**config.mk**
```make
export PLATFORM = sky130hd
export DESIGN_NAME = mem_access_unit
export DESIGN_NICKNAME = d
export VERILOG_FILES = /design/src/rtl/mem_access_unit.sv
export SDC_FILE = /design/constraint.sdc
export NUM_CORES = 1
export LEC_CHECK = 0
export CAP_MARGIN = 30
export CORE_MARGIN = 2
export CORE_UTILIZATION = 60
export DETAILED_ROUTE_END_ITERATION = 10
export DONT_BUFFER_PORTS = 1
export GPL_ROUTABILITY_DRIVEN = 0
export PLACE_DENSITY_LB_ADDON = 0.12
export RECOVER_POWER = 25
export SYNTH_ARGS = -nofsm -noshare
export SYNTH_HDL_FRONTEND = slang
export SYNTH_SLANG_ARGS = --single-unit
```
**constraint.sdc**
```tcl
create_clock -name clk -period 4.4 [get_ports clk]
set_input_delay 0.88 -clock clk [delete_from_list [all_inputs] [get_ports clk]]
set_output_delay 0.88 -clock clk [all_outputs]
set_load 0.01 [all_outputs]
```
**src/rtl/mem_access_unit.sv**
```systemverilog
// mem_access_unit: load/store engine on a word-wide valid/ready bus; MEM_MISALIGNED_SPLIT_EN enables two-beat misaligned accesses.
module mem_access_unit #(
  parameter int TIMEOUT_CYCLES = 0
) (
  input  logic        clk,
  input  logic        reset,
  input  logic        req_valid,
  output logic        req_ready,
  input  logic [31:0] req_addr,
  input  logic [1:0]  req_width,
  input  logic        req_sign_extend,
  input  logic        req_w_enable,
  input  logic [31:0] req_w_value,
  output logic        rsp_valid,
  output logic [31:0] rsp_data,
  output logic        rsp_misaligned,
  output logic        rsp_bus_error,
  output logic        bus_req_valid,
  input  logic        bus_req_ready,
  output logic [31:0] bus_addr,
  output logic        bus_we,
  output logic [31:0] bus_wdata,
  output logic [3:0]  bus_wstrb,
  input  logic        bus_rsp_valid,
  input  logic [31:0] bus_rdata
);
  localparam logic [2:0] IDLE = 3'd0, REQ_LO = 3'd1, WAIT_LO = 3'd2, REQ_HI = 3'd3, WAIT_HI = 3'd4, DONE = 3'd5;
`ifdef MEM_MISALIGNED_SPLIT_EN
  localparam bit SPLIT_EN = 1'b1;
`else
  localparam bit SPLIT_EN = 1'b0;
`endif
  logic [2:0]  state_q, state_d;
  logic [31:0] addr_q, addr_d, wval_q, wval_d, lo_q, lo_d, hi_q, hi_d, cnt_q, cnt_d;
  logic [1:0]  width_q, width_d;
  logic        sext_q, sext_d, we_q, we_d, mis_q, mis_d, err_q, err_d;
  logic [1:0]  off;
  logic [3:0]  mask;
  logic [7:0]  strb8;
  logic [63:0] wdata64;
  logic [31:0] ld, ext;
  logic        split, hi_beat, mis_in, timed_out;
  always_comb begin
    off       = addr_q[1:0];
    mask      = width_q[1] ? 4'b1111 : width_q[0] ? 4'b0011 : 4'b0001;
    strb8     = {4'b0, mask} << off;
    wdata64   = {32'b0, wval_q} << {off, 3'b0};
    split     = SPLIT_EN && (|strb8[7:4]);
    hi_beat   = state_q == REQ_HI;
    ld        = 32'({hi_q, lo_q} >> {off, 3'b0});
    ext       = width_q[1] ? ld :
                width_q[0] ? {{16{sext_q & ld[15]}}, ld[15:0]} : {{24{sext_q & ld[7]}}, ld[7:0]};
    mis_in    = !SPLIT_EN && ((req_width == 2'd1 && req_addr[0]) || (req_width[1] && |req_addr[1:0]));
    // the final count cycle is still a valid response cycle; only its absence times out
    timed_out = (TIMEOUT_CYCLES > 0) && (cnt_q == 32'(TIMEOUT_CYCLES - 1));
  end
  always_comb begin
    state_d = state_q;
    addr_d  = addr_q;
    wval_d  = wval_q;
    width_d = width_q;
    sext_d  = sext_q;
    we_d    = we_q;
    lo_d    = lo_q;
    hi_d    = hi_q;
    cnt_d   = cnt_q;
    mis_d   = mis_q;
    err_d   = err_q;
    case (state_q)
      IDLE: if (req_valid) begin
        addr_d  = req_addr;
        wval_d  = req_w_value;
        width_d = req_width;
        sext_d  = req_sign_extend;
        we_d    = req_w_enable;
        lo_d    = '0;
        hi_d    = '0;
        mis_d   = mis_in;
        err_d   = 1'b0;
        state_d = mis_in ? DONE : REQ_LO;
      end
      REQ_LO, REQ_HI: if (bus_req_ready) begin
        state_d = state_q + 3'd1;
        cnt_d   = '0;
      end
      WAIT_LO: if (bus_rsp_valid) begin
        lo_d    = bus_rdata;
        state_d = split ? REQ_HI : DONE;
      end else if (timed_out) begin
        err_d   = 1'b1;
        state_d = DONE;
      end else cnt_d = cnt_q + 32'd1;
      WAIT_HI: if (bus_rsp_valid) begin
        hi_d    = bus_rdata;
        state_d = DONE;
      end else if (timed_out) begin
        err_d   = 1'b1;
        state_d = DONE;
      end else cnt_d = cnt_q + 32'd1;
      default: state_d = IDLE;
    endcase
  end
  always_ff @(posedge clk) begin
    if (reset) begin
      state_q <= IDLE;
      addr_q  <= '0;
      wval_q  <= '0;
      width_q <= '0;
      sext_q  <= 1'b0;
      we_q    <= 1'b0;
      lo_q    <= '0;
      hi_q    <= '0;
      cnt_q   <= '0;
      mis_q   <= 1'b0;
      err_q   <= 1'b0;
    end else begin
      state_q <= state_d;
      addr_q  <= addr_d;
      wval_q  <= wval_d;
      width_q <= width_d;
      sext_q  <= sext_d;
      we_q    <= we_d;
      lo_q    <= lo_d;
      hi_q    <= hi_d;
      cnt_q   <= cnt_d;
      mis_q   <= mis_d;
      err_q   <= err_d;
    end
  end
  always_comb begin
    req_ready      = state_q == IDLE;
    rsp_valid      = state_q == DONE;
    rsp_misaligned = rsp_valid & mis_q;
    rsp_bus_error  = rsp_valid & err_q;
    rsp_data       = (rsp_valid && !we_q && !mis_q && !err_q) ? ext : 32'd0;
    bus_req_valid  = state_q == REQ_LO || state_q == REQ_HI;
    bus_we         = bus_req_valid & we_q;
    bus_addr       = {addr_q[31:2], 2'b00} + {29'd0, hi_beat, 2'b00};
    bus_wdata      = hi_beat ? wdata64[63:32] : wdata64[31:0];
    bus_wstrb      = bus_we ? (hi_beat ? strb8[7:4] : strb8[3:0]) : 4'b0000;
  end
endmodule
```
==> impl_metrics.py <==
metrics = {
    "cells_and_area": {
        "multi_input_area_sq_um": 4240,
        "fillers": 1049,
        "stdcell_count": 1044,
        "final-seq-area_sq_um": 2570,
        "utilization_pct": 65.5,
        "final_area_sq_um": 7770,
        "layout_commonest_cell": "nand2_1",
        "layout_common_cells": "229 x nand2_1, 157 x a21oi_1, 126 x dfxtp_1, 70 x nand3_1, 31 x mux2i_1",
        "num_antenna_cells": 0,
        "area_growth_pct": 7.94,
        "final_nets": 998,
        "final_layout_size_suffix_gt1_share_pct": 9.59,
    },
    "setup_path": {
        "path_class": "reg2out",
        "rr_worst_depth": 8,
        "cp-start-kind": "flip-flop",
        "critPathMaxFanout": 7,
        "critical_path.endpoint_type": "primary output",
        "required_ns": 3.52,
        "critPathArrivalTime_ns": 2.95,
    },
    "global_route": {
        "grt_antenna_before_repair": 0,
        "top_usage_layer": "met2",
        "grt_max_degree": 129,
        "grt_pass1_vias": 6205,
        "grt_use_met1_pct": 38.5,
        "overflow": 0,
        "grt_pass1_wl_microns": 31600,
        "grt_use_total_pct": 31.1,
        "global_route.usage.met2_pct": 49.8,
        "use_met3_pct": 9.83,
    },
    "timing": {
        "min_period_ns": 3.83,
        "whs_ns": 0.443,
        "finalSetupViolCount": 0,
        "slew_headroom_pct": -9.12,
        "setup_ws_ns": 0.572,
        "hold_viol": 0,
        "finalClockSkew_ns": 0.00668,
        "timing.fmax_mhz": 261,
        "finalCritPeriodShare_pct": 87.0,
        "setup-tns-final_ns": 0,
        "drv_slew": 33,
        "rsz0062_at_grt": "false",
        "tightestPinTransition_ns": 1.64,
    },
    "power": {
        "p_leak_nw": 2.59,
        "ir_drop_v": 0.000249,
        "power.density_nw_per_um2": 517,
        "power_mw": 4.02,
    },
    "floorplanning": {
        "fp.dieArea_sq_um": 12900,
        "num_rows": 40,
        "start_util_pct": 60.7,
        "die_x_microns": 114,
        "io-pin-count": 211,
        "die_height_microns": 114,
        "coreArea_sq_um": 11900,
    },
    "routing": {
        "drt-initial-drc-count": 530,
        "post_drt_wl_per_cell_microns": 19.5,
        "drt-vias-per-instance": 6.32,
        "routed_wl_microns": 20400,
        "firstDrtPassIters": 7,
        "detail-route-antenna-nets": 0,
        "drc": 0,
        "via_count": 6599,
    },
    "synthesis": {
        "yosysSeqAreaShare_pct": 35.6,
        "ys_warn_count": 0,
        "synth_edf_count": 0,
        "synth_ff_type": "dfxtp_1",
        "synth_area_sq_um": 7200,
        "async_flop_share_pct": 0,
        "ys_seq_elements": 128,
        "avgSynthCellArea_sq_um": 7.76,
        "ys_types": 49,
        "synth_cells": 928,
    },
    "place": {
        "post_dp_cell_area_sq_um": 7200,
        "place_inst": 1012,
        "pre_cts_ws_ns": 1.05,
        "hpwlAfterDp_microns": 13500,
        "port_buffers": 0,
    },
    "clock_tree": {
        "cts.sink_count": 128,
        "cts_setup_buffers": 0,
        "htreeDepth": 4,
        "clk_pin_slew_worst_paths_ns": 0.06,
        "worstSkewPairLatency_ns": 0.42,
        "clk_path_buf_depth": 2,
        "holdBufCountCts": 0,
        "cts_buffers": 17,
        "cts-root-buf": "clkbuf_16",
        "tritoncts": "done",
        "post_cts_resize_count": 0,
    },
    "worst_hold_path": {
        "hp-class": "reg2reg",
        "hold-path-cell-count": 2,
    },
    "outcome": {
        "violations": "capacitance limit, slew limit",
        "outcome": "complete, but fails checks",
    },
    "job": {
        "maxCapViolCount": 1,
    },
}
-- routing by layer --
metal  wire (microns)  vias up  part of all wire, %
met5                0        -                    0
met4              617        0                  3.0
met3             2060       48                   10
met2             9650      348                   47
met1             8060     3093                   40
li1                 -     3110                    -
-- power by group --
part / internal (mW) / total, mW / switching (mW)
Clock: 0.843 / 1.33 / 0.492
Sequential: 1.31 / 1.50 / 0.190
Combinational: 0.391 / 1.19 / 0.797
Total: 2.54 / 4.02 / 1.48
-- cell type report --
class,instances,area share (%)
multi-input combinational,697,54.5
sequential,128,33.0
clock buffer,25,6.50
tap,147,2.37
timing repair buffer,13,1.51
inverter,28,1.35
clock inverter,6,0.708
-- logic make-up (layout without fill, tap and decap cells) --
group / after synthesis / after routing / synth area share [%]
other: 1 / 3 / 0.0521
and+or+nand+nor: 381 / 381 / 23.5
buffers and inverters: 105 / 72 / 5.82
adders and majority gates: 8 / 8 / 1.39
AOI/OAI and AO/OA: 214 / 214 / 16.6
xor gates and xnor gates: 29 / 29 / 3.53
muxes: 62 / 62 / 13.5
DFF: 128 / 128 / 35.6
-- synth_stat cells, types with 2 or more instances --
cell type  number  area, sq um
buf_1           6         22.5
nor3_1          6         30.0
o21ai_1         3         15.0
o2bb2ai_1       8         70.1
a22o_1          8         70.1
buf_4           3         22.5
xor2_1          8         70.1
buf_2          11         55.1
o22ai_1         9         56.3
nand3_1        70          350
mux2_2          3         33.8
o21ai_0        13         65.1
nand2b_1        7         43.8
or2_1           3         18.8
clkbuf_1       57          214
inv_1          27          101
nand4_1         2         12.5
o22a_1          2         17.5
nor2_2          2         12.5
and3_1          4         25.0
nor2b_1         6         37.5
nand2_1       230          863
and2_1         19          119
xnor2_1        21          184
or2_2           3         18.8
a21oi_1       157          786
dfxtp_1       128         2560
a211oi_1        8         60.1
nor2_1         20         75.1
mux4_2         28          631
ha_1            8          100
mux2i_1        31          310
-- worst max-delay path, stage by stage, from the launching register on --
cell and delay (ns):
dfxtp_1 0.36, ha_1 0.18, ha_1 0.17, ha_1 0.16
nand2_1 0.08, or2_1 0.36, nor4_2 0.58, nand4_1 0.30
xnor2_1 0.33
-- flip-flops by register name, summed over array words and instances (netlist names) --
signal	cells
addr_q	32
lo_q	32
wval_q	32
hi_q	24
state_q	3
width_q	2
mis_q	1
sext_q	1
we_q	1
-- worst paths after layout --
path | startpoint | endpoint | slack (ns)
max | state_q[0] | bus_addr[31] | 0.57
min | hi_q[20] | hi_q[20] | 0.44
min reg2reg | hi_q[20] | hi_q[20] | 0.44
max reg2reg | state_q[0] | lo_q[13] | 0.92
No activity file was read; power rests on OpenSTA's default activity.
